===== src/rtl/gon_y_multicast_bus.sv =====
// GON Y-bus: FIFO-buffered column fan-out with atomic multicast, broadcast tag,
// unmatched-tag drop, saturating delivery/drop counters and scan-loaded row IDs.
module gon_y_multicast_bus #(
  parameter int MASTER_NUMS = 14,
  parameter int ID_LEN      = 5,
  parameter int ROW_LEN     = 4,
  parameter int VALUE_LEN   = 32,
  parameter int FIFO_DEPTH  = 4,
  parameter int CNT_LEN     = 16,
  parameter int MA_X        = 0
) (
  input  logic                   clk,
  input  logic                   rst,
  input  logic                   in_valid,
  output logic                   in_ready,
  input  logic [ROW_LEN-1:0]     in_row_tag,
  input  logic [ID_LEN-1:0]      in_col_tag,
  input  logic [VALUE_LEN-1:0]   in_value,
  output logic [MASTER_NUMS-1:0] pe_valid,
  input  logic [MASTER_NUMS-1:0] pe_ready,
  output logic [ID_LEN-1:0]      pe_col_tag,
  output logic [VALUE_LEN-1:0]   pe_value,
  input  logic                   set_id,
  input  logic [ROW_LEN-1:0]     id_scan_in,
  output logic [ROW_LEN-1:0]     id_scan_out,
  input  logic                   bcast_en,
  output logic                   busy,
  output logic [CNT_LEN-1:0]     deliver_cnt,
  output logic [CNT_LEN-1:0]     drop_cnt
);

  localparam int AW = $clog2(FIFO_DEPTH);
  localparam int EW = ROW_LEN + ID_LEN + VALUE_LEN;

  if (FIFO_DEPTH < 2 || (1 << AW) != FIFO_DEPTH || MA_X < 0) begin : g_param_check
    $error("gon_y_multicast_bus: bad FIFO_DEPTH or MA_X");
  end

  logic [EW-1:0]      fifo_mem [FIFO_DEPTH];
  logic [AW:0]        wr_ptr, rd_ptr;
  logic [ROW_LEN-1:0] id_reg [MASTER_NUMS];

  logic                   empty, full, push, pop, deliver, drop, all_rdy;
  logic [EW-1:0]          head;
  logic [ROW_LEN-1:0]     head_row;
  logic [ID_LEN-1:0]      head_col;
  logic [VALUE_LEN-1:0]   head_value;
  logic [MASTER_NUMS-1:0] mask;

  assign empty = (wr_ptr == rd_ptr);
  assign full  = (wr_ptr[AW] != rd_ptr[AW]) && (wr_ptr[AW-1:0] == rd_ptr[AW-1:0]);
  assign head  = fifo_mem[rd_ptr[AW-1:0]];
  assign {head_row, head_col, head_value} = head;

  assign in_ready = !full && !set_id;
  assign push     = in_valid && in_ready;

  // Broadcast only when enabled and the head row tag is all ones.
  always_comb begin
    mask = '0;
    for (int i = 0; i < MASTER_NUMS; i++) begin
      mask[i] = !empty && ((id_reg[i] == head_row) ||
                           (bcast_en && head_row == {ROW_LEN{1'b1}}));
    end
  end

  assign all_rdy  = &(pe_ready | ~mask);
  assign deliver  = !set_id && (mask != '0) && all_rdy;
  assign drop     = !set_id && !empty && (mask == '0);
  assign pop      = deliver || drop;
  assign pe_valid = deliver ? mask : '0;

  assign pe_col_tag  = empty ? '0 : head_col;
  assign pe_value    = empty ? '0 : head_value;
  assign busy        = !empty;
  assign id_scan_out = id_reg[MASTER_NUMS-1];

  always_ff @(posedge clk) begin
    if (push) fifo_mem[wr_ptr[AW-1:0]] <= {in_row_tag, in_col_tag, in_value};
  end

  always_ff @(posedge clk) begin
    if (rst) begin
      wr_ptr      <= '0;
      rd_ptr      <= '0;
      deliver_cnt <= '0;
      drop_cnt    <= '0;
      for (int i = 0; i < MASTER_NUMS; i++) id_reg[i] <= '0;
    end else begin
      if (push) wr_ptr <= wr_ptr + 1'b1;
      if (pop)  rd_ptr <= rd_ptr + 1'b1;
      if (deliver && deliver_cnt != '1) deliver_cnt <= deliver_cnt + 1'b1;
      if (drop && drop_cnt != '1)       drop_cnt    <= drop_cnt + 1'b1;
      if (set_id) begin
        id_reg[0] <= id_scan_in;
        for (int i = 1; i < MASTER_NUMS; i++) id_reg[i] <= id_reg[i-1];
      end
    end
  end

endmodule


===== config.mk =====
export PLATFORM = sky130hd
export DESIGN_NAME = gon_y_multicast_bus
export DESIGN_NICKNAME = d
export VERILOG_FILES = /design/src/rtl/gon_y_multicast_bus.sv
export SDC_FILE = /design/constraint.sdc
export NUM_CORES = 1
export LEC_CHECK = 0
export BUFFER_PORTS_ARGS = -buffer_cell sky130_fd_sc_hd__buf_2
export CAP_MARGIN = 30
export CELL_PAD_IN_SITES_DETAIL_PLACEMENT = 1
export CELL_PAD_IN_SITES_GLOBAL_PLACEMENT = 1
export CORE_ASPECT_RATIO = 1.2
export CORE_MARGIN = 2
export CORE_UTILIZATION = 52
export CTS_CLUSTER_DIAMETER = 100
export DETAILED_ROUTE_END_ITERATION = 7
export HOLD_SLACK_MARGIN = 0.08
export PLACE_DENSITY_LB_ADDON = 0.1
export RECOVER_POWER = 100
export SKIP_CTS_REPAIR_TIMING = 1
export SYNTH_ARGS = -nofsm -noshare
export SYNTH_HDL_FRONTEND = slang
export SYNTH_SLANG_ARGS = --single-unit

===== constraint.sdc =====
create_clock -name clk -period 5.5 [get_ports clk]
set_input_delay 0.55 -clock clk [delete_from_list [all_inputs] [get_ports clk]]
set_output_delay 0.55 -clock clk [all_outputs]
set_load 0.02 [all_outputs]

==> results.py, run 1 <==
metrics = {
    "run_status": {
        "status": "finished with violations",
        "violations": "max-capacitance violations, max-slew violations",
    },
    "final_layout": {
        "antenna_cells": 0,
        "utilization_pct": 60.00,
        "largest_register_ffs": 164,
        "drive_above_1_share_pct": 14.77,
        "final_cell_count_no_fill": 1181,
        "seqCellArea_um2": 7410,
        "most-common-layout-cells": "220 x edfxtp_1, 134 x clkbuf_1, 61 x nor2b_1",
        "stdcell_area_um2": 12890,
        "nFillCells": 2104,
        "layout_commonest_cell": "edfxtp_1",
        "nets": 958,
        "area_growth_pct": 14.46,
        "multi_input_area_um2": 3562,
    },
    "placement": {
        "hpwl_mm": 16.46,
        "io_buffers": 152,
        "gp_congestion": 0.8738,
        "dpl_cell_area_um2": 12240,
        "dpl.cell_count": 1132,
    },
    "logic_synthesis": {
        "synthFlopType": "edfxtp_1",
        "synth_top_area_share_pct": 58.67,
        "ys_warn_count": 0,
        "synthCells": 740,
        "synthArstFlopShare_pct": 0,
        "syn_area_per_cell_um2": 15.22,
        "synth_edf_count": 220,
        "synth_seq_cells": 260,
        "seq_area_frac_synth_pct": 65.78,
        "synth_top_cell_by_area": "edfxtp_1",
        "syn-num-nets": 811,
        "synthesis.area_um2": 11260,
        "synthTopCellsByArea": "edfxtp_1 59%, mux4_2 8.2%, dfxtp_1 7.1%",
        "synth.distinct_cells": 54,
    },
    "setup_path": {
        "required_ps": 4950,
        "cp_data_arrival_time_ps": 4640,
        "crit_fanout": 25,
        "cp-start-kind": "flop",
        "criticalPathCategory": "reg2out",
        "end_kind": "output port",
    },
    "timing": {
        "min_period_ps": 5185,
        "fin_setup_tns_ps": 0,
        "relSlewSlack_pct": -89.97,
        "rsz0062_at_grt": "no",
        "finClkSkew_ps": 14.85,
        "drv_slew": 258,
        "fmax_mhz": 192.8,
        "finalSetupViolCount": 0,
        "hold_violations": 0,
        "tightest_slew_ps": 2850,
        "finalCritPeriodShare_pct": 94.28,
    },
    "clocking": {
        "path_clk_slew_ps": 60,
        "cts_buffer_depth": 3,
        "clock_latency_ps": 530,
        "cts_tree": "yes",
        "cts_buffers": 26,
        "root_buffer": "clkbuf_16",
        "htreeDepth": 1,
        "cts.sinks": 260,
    },
    "route": {
        "routedWlPerCell_um": 21.19,
        "viasPerCell": 5.623,
        "vias": 6641,
        "drt_iter0_drc": 434,
        "wirelength_mm": 25.02,
        "first_pass_iters": 4,
        "ant_nets": 0,
        "drc": 0,
    },
    "power": {
        "power_leakage_nw": 4.235,
        "power-per-cell-area_nw_per_um2": 399.0,
        "ir_drop_mv": 0.3373,
    },
    "floorplanning": {
        "die_x_um": 138.3,
        "core_um2": 21480,
        "die_area_um2": 22850,
        "dieHeight_um": 165.2,
        "num_io_pins": 153,
        "rows": 59,
        "start_util_pct": 52.42,
    },
    "grt": {
        "grt_pass1_vias": 7179,
        "grt_remaining_overflow": 0,
        "antenna_found_initial": 0,
        "grt_pass1_wl_mm": 39.50,
        "track_usage_pct": 21.91,
        "grt_max_degree": 68,
    },
    "job": {
        "maxCapViolations": 7,
    },
    "min_path": {
        "min_from": "in_col_tag[0]",
        "holdCritPathClass": "in2reg",
    },
}
## stage by stage
stage          power, W  setup slack (ps)  hold slack, ps
2_1_floorplan  0.003106              1905           469.7
3_3_place_gp   0.003375              1139           483.0
3_5_place_dp   0.003418             872.4           500.4
4_1_cts        0.005242             306.7           214.0
5_1_grt        0.005340             47.50           275.2
6_report       0.005143             314.6           273.6
## Yosys cell counts (all sizes together), types with 2 or more instances
master / instances
mux2i: 2
xor2: 20
and2: 42
nand3b: 2
buf: 22
dfxtp: 40
a21oi: 25
or2: 2
or3: 2
nor4b: 3
and3: 14
ha: 7
clkbuf: 23
o21ai: 2
mux4: 41
nand2: 14
edfxtp: 220
o31ai: 2
nand4: 20
a31o: 2
mux2: 7
nand3: 10
or4: 2
inv: 6
and4: 3
nor4: 6
nor2b: 61
nor2: 46
nor3: 13
a211oi: 6
o41ai: 6
nand2b: 2
xnor2: 58
## layout make-up
type	count	share of cell area [%]
repair buffers	164	5.203
well taps	274	2.660
inverters	6	0.1747
clock inverters	15	1.417
clock buffers	33	5.417
multi-input cells	429	27.64
flip-flops and latches	260	57.49
## worst max-delay path, stage by stage (launching register included)
cell and delay [ps]:
dfxtp_2 380, buf_4 360, mux4_2 790, and3_1 300
nand3_4 260, a211oi_1 140, a2111oi_2 510, and4_1 360
nand2_1 430, a21oi_1 320, clkbuf_1 260
## layer usage
layer  global-route usage [%]  wire length [um]
met5                        0                 0
met2                    40.10             13030
met4                    6.772               610
met3                    4.239              1422
met1                    26.44              9961
## where the power goes
| group | internal (W) | total [W] | switching [W] |
|---|---|---|---|
| clock | 0.00109 | 0.00182 | 0.000729 |
| combinational | 0.000396 | 0.00107 | 0.000674 |
| sequential | 0.00221 | 0.00226 | 0.0000458 |
## path summary, 6_finish.rpt
path	end	slack, ps	depth (start not counted)
min reg2reg	deliver_cnt[5]$_SDFFE_PP0P_	510	2
min	fifo_mem[2][32]$_DFFE_PP_	270	1
max reg2reg	flop	840	9
max	pe_valid[8]	310	10
## cells by family after synthesis
group	synth area share, %
flip-flops	65.78
multiplexers	9.078
adder cells (fa/ha/maj)	0.7777
XOR/XNOR	6.067
buffers and inverters	2.344
AO/OA/AOI/OAI	3.145
AND/OR/NAND/NOR	12.81
No activity file was read; power rests on OpenSTA's default activity.
==> run 2, diff against run 1 <==
--- a/config.mk
+++ b/config.mk
@@ -5,15 +5,16 @@
 export SDC_FILE = /design/constraint.sdc
 export NUM_CORES = 1
 export LEC_CHECK = 0
-export BUFFER_PORTS_ARGS = -buffer_cell sky130_fd_sc_hd__buf_2
+export ABC_AREA = 1
 export CAP_MARGIN = 30
 export CELL_PAD_IN_SITES_DETAIL_PLACEMENT = 1
 export CELL_PAD_IN_SITES_GLOBAL_PLACEMENT = 1
 export CORE_ASPECT_RATIO = 1.2
 export CORE_MARGIN = 2
-export CORE_UTILIZATION = 52
+export CORE_UTILIZATION = 44
 export CTS_CLUSTER_DIAMETER = 100
 export DETAILED_ROUTE_END_ITERATION = 7
+export DONT_BUFFER_PORTS = 1
 export HOLD_SLACK_MARGIN = 0.08
 export PLACE_DENSITY_LB_ADDON = 0.1
 export RECOVER_POWER = 100
==> constraint.sdc (replaced) <==
create_clock -name clk -period 4.4 [get_ports clk]
set_input_delay 0.44 -clock clk [delete_from_list [all_inputs] [get_ports clk]]
set_output_delay 0.44 -clock clk [all_outputs]
set_load 0.02 [all_outputs]
==> results.py, run 2 <==
metrics = {
    "run_status": {
        "status": "finished with violations",
        "violations": "max-capacitance violations, max-slew violations",
    },
    "timing": {
        "drv_slew": 93,
        "rsz0062_at_grt": "no",
        "fmax_mhz": 247.6,
        "finalSetupViolCount": 0,
        "finClkSkew_ps": 8.190,
        "hold_violations": 0,
        "whs_ps": 97.37,
        "tightest_slew_ps": 1826,
        "min_period_ps": 4039,
        "finalCritPeriodShare_pct": 91.80,
        "relSlewSlack_pct": -21.71,
        "fin_setup_tns_ps": 0,
    },
    "floorplanning": {
        "rows": 67,
        "dieHeight_um": 187.4,
        "die_x_um": 156.8,
        "die_area_um2": 29380,
        "start_util_pct": 44.43,
        "num_io_pins": 153,
        "core_um2": 27750,
    },
    "clocking": {
        "htreeDepth": 1,
        "path_clk_slew_ps": 60,
        "root_buffer": "clkbuf_16",
        "cts.sinks": 260,
        "clock_latency_ps": 530,
        "cts_tree": "yes",
        "cts_buffer_depth": 3,
        "cts_buffers": 27,
    },
    "logic_synthesis": {
        "synth_edf_count": 220,
        "syn-num-nets": 1419,
        "synthFlopType": "edfxtp_1",
        "syn_area_per_cell_um2": 9.145,
        "synth_top_cell_by_area": "edfxtp_1",
        "synth.distinct_cells": 31,
        "synthesis.area_um2": 12330,
        "synth_top_area_share_pct": 53.59,
        "yosys.cell_count.top_type": "nand2_1",
        "synthArstFlopShare_pct": 0,
        "seq_area_frac_synth_pct": 60.08,
        "synthTopCellsByArea": "edfxtp_1 54%, nand2_1 9.4%, nor2_1 6.8%",
        "synth_top_cells_by_count": "308 x nand2_1, 223 x nor2_1, 220 x edfxtp_1",
        "ys_warn_count": 0,
        "synthCells": 1348,
        "synth_seq_cells": 260,
    },
    "setup_path": {
        "end_kind": "output port",
        "crit_top_cell": "nand2_1",
        "crit_path_cell_trace": "inv_2 -> nand2_1 -> nand3_2 -> nand2_4 -> nor2_1 -> nand3_2 -> nand2_1 -> nand3_1 -> nand2_1 -> nor2_1 -> nand2_1 -> nor2_4 -> nand2_4 -> nor2_1 -> clkbuf_2",
        "required_ps": 3960,
        "cp-start-kind": "flop",
        "crit_fanout": 15,
        "cp_slowest_cell": "dfxtp_2",
        "slowest_delay_ps": 430,
        "cp_data_arrival_time_ps": 3600,
        "criticalPathCategory": "reg2out",
        "ff2ff_path_depth": 15,
    },
    "final_layout": {
        "layout_commonest_cell": "nand2_1",
        "utilization_pct": 50.64,
        "nets": 1454,
        "nFillCells": 3164,
        "multi_input_area_um2": 3978,
        "drive_above_1_share_pct": 6.990,
        "stdcell_area_um2": 14050,
        "seqCellArea_um2": 7408,
        "largest_register_ffs": 164,
        "area_growth_pct": 13.99,
        "most-common-layout-cells": "309 x nand2_1, 220 x nor2_1, 220 x edfxtp_1",
    },
    "min_path": {
        "min_path_cells": 1,
        "holdCritPathClass": "in2reg",
        "min_from": "rst",
    },
    "route": {
        "routedWlPerCell_um": 17.69,
        "ant_nets": 0,
        "vias": 9189,
        "drc": 0,
        "drt_iter0_drc": 560,
        "viasPerCell": 5.157,
        "wirelength_mm": 31.53,
        "first_pass_iters": 4,
    },
    "placement": {
        "io_buffers": 0,
        "dpl_cell_area_um2": 12690,
        "hpwl_mm": 19.63,
        "gp_congestion": 0.7715,
    },
    "grt": {
        "grt_remaining_overflow": 0,
        "grt_pass1_wl_mm": 49.92,
        "track_usage_pct": 21.34,
        "grt_pass1_vias": 9434,
        "grt_max_degree": 75,
        "antenna_found_initial": 1,
    },
    "job": {
        "maxCapViolations": 3,
    },
    "power": {
        "power-per-cell-area_nw_per_um2": 578.2,
        "power_leakage_nw": 5.798,
        "ir_drop_mv": 0.4134,
    },
}
run 2: cell types whose count changed in the layout (fill, tap and decap cells not counted), sizes merged, moves of 46 or more:
cell,change
nor2,+183
nand2,+304
dlygate4sd3,+46
nand3,+86
clkbuf,-110
inv,+163
xnor2,-48
nor2b,-61
o21ai,+76
run 2: worst max-delay path, delay by kind of cell, from the launching register on:
kind,cells,cell delay [ps]
DFF,1,430
and+or+nand+nor,13,2320
buffers and inverters,2,300
run 2: area by class of cell:
cell class	count	area share (%)
antenna	1	0.01781
clock buffer	36	5.191
clock inverter	12	1.523
inverter	170	4.541
multi-input combinational	851	28.31
sequential	260	52.72
tap	379	3.375
timing repair buffer	73	4.327
run 2: final timing paths:
path	to	slack (ps)
setup / recovery	pe_valid[8]	360
hold / removal	id_reg[0][41]$_SDFFCE_PP0P_	100
setup reg to reg	drop_cnt[12]$_SDFFE_PP0P_	770
hold reg to reg	wr_ptr[2]$_SDFFE_PP0P_	480
run 2: cell families after synthesis:
kind of cell               synth area share, %
and+or+nand+nor                          23.96
xor gates and xnor gates                 1.563
buffers and inverters                    7.987
AOI/OAI and AO/OA                        5.694
DFF                                      60.08
adders and majority gates               0.7104
run 2: routing by layer:
layer  share of wire (%)  routed length (um)  track usage (%)
met1                  43               13690            25.44
met4                 2.0                 637            5.434
met5                   0                   0                0
met2                  50               15850            38.51
met3                 4.3                1356            4.866
run 2: report_power, final:
group | leakage, nW | switching, W | internal, W | total, W
clock | 0.454 | 0.000935 | 0.00151 | 0.00244
combinational | 2.91 | 0.00213 | 0.000637 | 0.00276
sequential | 2.43 | 0.000106 | 0.00281 | 0.00292
total | 5.80 | 0.00317 | 0.00496 | 0.00813
run 2: metrics by stage:
step | cells | setup WS, ps | total power, W
after global routing | 1782 | 12.50 | 0.008636
after global placement | 1686 | 746.9 | 0.005642
after floorplan | 1348 | 1159 | 0.005162
after detailed placement | 1686 | 579.6 | 0.005712
final | 1782 | 360.9 | 0.008126
after CTS | 1734 | -0.8438 | 0.008179
